$ cat src/rtl/beat_tone_gen.sv
// beat_tone_gen: 16-note square-wave melody player; the note is picked by ibeat[5:2].
// Define STEREO_OCTAVE_EN for an independent right channel one octave lower; otherwise audio_right mirrors audio_left.
module beat_tone_gen #(
  parameter int unsigned HALF_NUM = 50_000_000  // clk cycles in half a second
) (
  input  logic        clk,
  input  logic        rst_n,
  input  logic [11:0] ibeat,
  input  logic        en,
  input  logic [2:0]  volume,
  output logic [15:0] audio_left,
  output logic [15:0] audio_right,
  output logic        beat_strobe,
  output logic        note_valid
);

  typedef logic [21:0] half_t;

  // Half-period in clk cycles for each melody step; 0 marks the rest.
  localparam half_t HALF_TBL [16] = '{
    half_t'(HALF_NUM / 262), half_t'(HALF_NUM / 294), half_t'(HALF_NUM / 330), half_t'(HALF_NUM / 349),
    half_t'(HALF_NUM / 392), half_t'(HALF_NUM / 440), half_t'(HALF_NUM / 494), half_t'(HALF_NUM / 523),
    half_t'(HALF_NUM / 523), half_t'(HALF_NUM / 494), half_t'(HALF_NUM / 440), half_t'(HALF_NUM / 392),
    half_t'(HALF_NUM / 349), half_t'(HALF_NUM / 330), half_t'(HALF_NUM / 294), half_t'(0)
  };

  logic [11:0] ibeat_q;
  logic [15:0] amp;
  half_t       target_left;
  half_t       active_left;
  half_t       count_left;
  logic        phase_left;

  assign target_left = HALF_TBL[ibeat[5:2]];

  always_comb begin
    amp = 16'h0000;
    if (volume != 3'd0) amp = 16'h0100 << (volume - 3'd1);
  end

  always_ff @(posedge clk or negedge rst_n) begin
    if (!rst_n) begin
      ibeat_q     <= '0;
      beat_strobe <= 1'b0;
      note_valid  <= 1'b0;
    end else begin
      ibeat_q     <= ibeat;
      beat_strobe <= (ibeat != ibeat_q);
      note_valid  <= (active_left != '0);
    end
  end

  always_ff @(posedge clk or negedge rst_n) begin
    if (!rst_n) begin
      active_left <= '0;
      count_left  <= '0;
      phase_left  <= 1'b0;
      audio_left  <= '0;
    end else begin
      // NOTE: non-blocking updates make the sample below see the pre-edge phase, giving one cycle of output latency.
      audio_left <= (en && active_left != '0) ? (phase_left ? amp : -amp) : '0;
      if (!en || active_left == '0) begin
        active_left <= target_left;
        count_left  <= '0;
        phase_left  <= 1'b0;
      end else if (count_left == active_left - half_t'(1)) begin
        // A new note is adopted only at a phase edge, so no half-period is cut short.
        active_left <= target_left;
        count_left  <= '0;
        phase_left  <= ~phase_left;
      end else begin
        count_left <= count_left + half_t'(1);
      end
    end
  end

`ifdef STEREO_OCTAVE_EN
  half_t target_right;
  half_t active_right;
  half_t count_right;
  logic  phase_right;

  assign target_right = {target_left[20:0], 1'b0};

  always_ff @(posedge clk or negedge rst_n) begin
    if (!rst_n) begin
      active_right <= '0;
      count_right  <= '0;
      phase_right  <= 1'b0;
      audio_right  <= '0;
    end else begin
      audio_right <= (en && active_right != '0) ? (phase_right ? amp : -amp) : '0;
      if (!en || active_right == '0) begin
        active_right <= target_right;
        count_right  <= '0;
        phase_right  <= 1'b0;
      end else if (count_right == active_right - half_t'(1)) begin
        active_right <= target_right;
        count_right  <= '0;
        phase_right  <= ~phase_right;
      end else begin
        count_right <= count_right + half_t'(1);
      end
    end
  end
`else
  assign audio_right = audio_left;
`endif

endmodule
$ cat config.mk
export PLATFORM = sky130hd
export DESIGN_NAME = beat_tone_gen
export DESIGN_NICKNAME = d
export VERILOG_FILES = /design/src/rtl/beat_tone_gen.sv
export SDC_FILE = /design/constraint.sdc
export NUM_CORES = 1
export LEC_CHECK = 0
export ABC_AREA = 1
export CORE_ASPECT_RATIO = 2
export CORE_MARGIN = 1.5
export CORE_UTILIZATION = 50
export CTS_CLUSTER_SIZE = 30
export DETAILED_ROUTE_END_ITERATION = 8
export DONT_BUFFER_PORTS = 1
export GPL_TIMING_DRIVEN = 0
export SLEW_MARGIN = 30
export SYNTH_ARGS = -nofsm -noshare
export SYNTH_HDL_FRONTEND = slang
export SYNTH_SLANG_ARGS = --single-unit
$ cat constraint.sdc
create_clock -name clk -period 2.3 [get_ports clk]
set_input_delay 0.345 -clock clk [delete_from_list [all_inputs] [get_ports clk]]
set_output_delay 0.345 -clock clk [all_outputs]
set_load 0.02 [all_outputs]
[After elaboration in Yosys (flattened, before gate mapping)]
Memory sizes are Yosys's and may differ from the RTL's.
Index checks and enable logic that the tools add are counted.
W data, S select, Z words.
Word-level totals
  register bits after elaboration: 75
  ROM bits: 352
  logic and storage cells: 36
  memories: 1
Memory list
  (name not given): depth 16, bits a word 22, read ports 1, clocked after Yosys merged registers in 0, write ports 0, line 34  | assign target_left = HALF_TBL[ibeat[5:2]];
Cells by class
  add/sub/neg operators: 4
  magnitude comparators: 1
  equality and inequality tests: 2
  shift operators: 1
  multiplexer cells: 11
  bitwise gates (word level): 2
  reduce and logical (&&, ||, !) cells: 7
Operator list (number)
  $mux W22: 6
  $mux W16: 3
  $add A22 B1 Y22 const B: 1
  $eq A22 B22 Y1: 1
  $logic_not A22 Y1: 1
  $reduce_bool A22 Y1: 1
  $sub A22 B1 Y22 const B: 1
  $neg A16 Y16: 1
  $shl A9 B3 Y16 const A: 1
  $ne A12 B12 Y1: 1
  $ge A5 B5 Y1 const B: 1
  $not A4 Y5: 1
  $reduce_bool A3 Y1: 1
  $sub A3 B1 Y3 const B: 1
  $mux W1: 2
  $reduce_bool A2 Y1: 1
  $logic_and A1 B1 Y1: 1
  $logic_not A1 Y1: 1
  $logic_or A1 B1 Y1: 1
  $not A1 Y1: 1

[Depth between registers and ports, before layout]
  word-level depth: 6
  mapped depth: 17
  mapped depth without buffers: 16

[Worst setup path before layout]
No wires, ideal clock.
  path type: reg2reg
  from: register active_left[0]
  to: register active_left[10]
  library setup time: 117 ps
  arrival: 1943 ps
  path slack: 240 ps
  cell stages (with the launch flop): 16
  period minus slack after synthesis: 2060 ps
  cell sequence: dfrtp_1 > inv_1 > ha_1 > nand2_2 > nor2_4 > buf_6 > nand3b_1 > nand2_1 > nand2_1 > nor2_1 > nand2_1 > nor2_4 > nand2_4 > buf_2 > nand3_1 > nand2_1
Between the ends
  longest elaborated chain between the ends: 3
  elaborated cells between the ends (all ways): 6
Ends and longest elaborated chain
  start, declared: line 30  | half_t active_left;
  start signal, assigned: line 63  | active_left <= target_left;
  start signal, assigned: line 68  | active_left <= target_left;
  $sub A22 B1 Y22 / $logic_not A22 Y1 (equally long branches): line 66, 62
  $eq A22 B22 Y1 / $logic_or A1 B1 Y1 (equally long branches): line 66, 62
  $reduce_bool A2 Y1 (no source line) / $mux W22 (equally long branches)
Several ways; a longest one is shown, not always the timed one.
A chain may end at the register's enable or synchronous reset.

[Final worst setup path]
  from: register active_left[1]
  to: register active_left[15]
The elaborated chain is that of the path after synthesis.

==> flow_summary.yaml <==
outcome:
  status: "finished, final reports clean"
yosys:
  synth_top_area_share_pct: 34.8
  synth_area_per_cell_um2: 7.06
  synth_cell_types: 33
  yosys-top-cells-area: "dfrtp_1, nand2_1, nor2_1"
  ys_warn_count: 0
  ys_seq_elements: 61
  yosysTopAreaCell: "dfrtp_1"
  synthCells: 621
  yosysSeqAreaShare_pct: 34.8
  synth_area_um2: 4390
final_layout:
  mostFrequentLayoutCells: "nand2_1, nor2_1, inv_1, dfrtp_1, buf_4"
  fin_util_pct: 61.6
  layout-drive-gt1-share_pct: 18.3
  fin_nets: 708
  n_antenna_cell: 0
  syn_to_final_growth_pct: 20.7
  layout.cells.most_common: "nand2_1"
job:
  cap_violations: 0
clocking:
  cts_tree: "done"
  clk_latency_ns: 0.34
  root_buffer: "clkbuf_16"
  cts.path.max_buffers: 2
  clk_pin_slew_worst_paths_ns: 0.05
  cts_max_level: 3
  cts.sinks: 61
  numCtsBuffers: 9
hold_path:
  holdPathStages: 0
  hold_start: "ibeat[11]"
  min_path_type: "in -> reg"
  worst_hold_path.endpoint: "ibeat_q[11]"
timing:
  setup_viol: 0
  skew_ns: 0.00933
  rsz0062_at_grt: "true"
  clock.fmax_ghz: 0.439
  hold_viol_final: 0
  fin_crit_ns: 2.28
  tns_ns: 0
  drv_slew: 0
  fin_crit_sh_pct: 99.1
setup_path:
  cp.required_ns: 2.57
  startpoint_type: "register"
  crit_type: "reg -> reg"
  cp_max_fo: 8
  cp.arrival_ns: 2.55
  r2r_slack_ns: 0.02
  r2r_end: "active_left[15]"
  reg2reg_depth: 16
  end_kind: "register"
  rr_startpoint: "active_left[1]"
global_routing:
  antenna_found_initial: 0
  grt_overflow_total: 0
  grtUsageTotal_pct: 25.0
  grt_start_max_net_pins: 62
  first_global_vias: 3912
  grt_pass1_wl_mm: 18.1
place:
  dp_hpwl_mm: 8.92
  portBuffers: 0
  place_congestion: 0.977
floorplan:
  die-area_um2: 9380
  fp.coreArea_um2: 8590
  ios: 52
  num_rows: 48
  die_y_um: 135
  initial_core_util_pct: 51.1
  die_x_um: 69.2
routing:
  first_iter_violations: 195
  drtPass1Iterations: 5
  wl_per_cell_um: 15.1
  routed_via_density: 5.21
  drt_wl_total_mm: 11.8
  dr_total_vias: 4082
  ant_nets: 0
  post-route-drc-count: 0
power:
  p_per_area_nw_per_um2: 629
  ir_worst_vdd_uv: 465
  p_leak_uw: 0.00267
  total_power_uw: 3330
[repair_timing]
action                                  in CTS  in global routing
hold endpoints to repair                    61                  0
pin swaps                                    2                 20
cloned                                       0                  2
gates resized for setup                     13                 34
setup buffers                                7                 20
hold buffers                                 2                  0
endpoints found under the setup margin      41                 41
[logic make-up after synthesis]
family / share of synthesized area, %
AO/OA/AOI/OAI: 5.71
buffers and inverters: 12.4
XOR/XNOR: 7.99
flip-flops: 34.8
adder cells (fa/ha/maj): 3.42
other: 0.0855
AND/OR/NAND/NOR: 35.5
[state kept, by name (all words and copies together), names as in the netlist]
name,flops
active_left,16
audio_left,8
beat_strobe,1
count_left,22
ibeat_q,12
note_valid,1
phase_left,1
[area by class of cell]
type                       count  area, um^2
buffer                        39         298
multi-input combinational    464        2480
tap                          100         125
clock buffer                  12         267
clock inverter                 4        53.8
fill                         803        3300
timing repair buffer          31         268
sequential                    61        1530
inverter                      72         270
[power breakdown]
| part | internal, uW | switching [uW] | leakage, uW | total (uW) |
|---|---|---|---|---|
| clock network | 930 | 494 | 0.000151 | 1420 |
| registers | 1130 | 82.2 | 0.000768 | 1220 |
| logic | 276 | 416 | 0.00175 | 692 |
[through the flow]
stage | instance area (um^2) | std cells | setup WS [ns] | hold WS, ns
final | 5290 | 783 | 0.0197 | 0.0374
after global routing | 5290 | 783 | -0.109 | 0.0309
after CTS | 5020 | 761 | 0.00309 | 0.0291
after detailed placement | 4570 | 736 | -0.282 | 0.0507
after global placement | 4570 | 736 | -0.279 | 0.0509
after floorplan | 4440 | 636 | 0.240 | 0.0494
[worst max path at each step]
stage,startpoint,end,slack [ns],cells past startpoint
finish,active_left[1],active_left[15],0.02,16
global route,active_left[15],active_left[15],-0.11,16
CTS,active_left[0],active_left[16],0.003,16
detailed placement,active_left[0],count_left[20],-0.28,15
global placement,active_left[0],count_left[20],-0.28,15
floorplan,active_left[0],active_left[10],0.24,15
[cell usage after synthesis, drive strengths merged]
master	n
nand2	178
nor2	97
inv	72
dfrtp	61
nand3	49
buf	31
xor2	29
o21ai	16
a21oi	15
ha	12
nand4	12
xnor2	11
clkbuf	8
nand3b	7
nor3	6
a22oi	3
a32oi	3
nor4	3
o21bai	2
a211oi	1
a221oi	1
conb	1
nor4b	1
o2111ai	1
o22ai	1
[critical path, cell delays in order, from the launching register on]
cell and delay [ns]:
dfrtp_1 0.43, inv_2 0.12, ha_4 0.16, nand2_4 0.06, nor2_4 0.16, buf_6 0.14
nand3b_1 0.09, nand2_2 0.11, nand2_2 0.05, nor2_1 0.09, nand2_1 0.11, nor2_4 0.17
nand2_4 0.10, nand2_8 0.13, clkbuf_16 0.17, nand2_4 0.04, nand2_2 0.07
[per-layer routing]
layer / vias up / track usage, % / routed length (um)
met3: 38 / 3.94 / 431
li1: 2032 / - / -
met5: - / 0 / 0
met1: 1914 / 23.2 / 3920
met4: 0 / 16.7 / 648
met2: 98 / 48.5 / 6810
No activity file was read; power rests on OpenSTA's default activity.
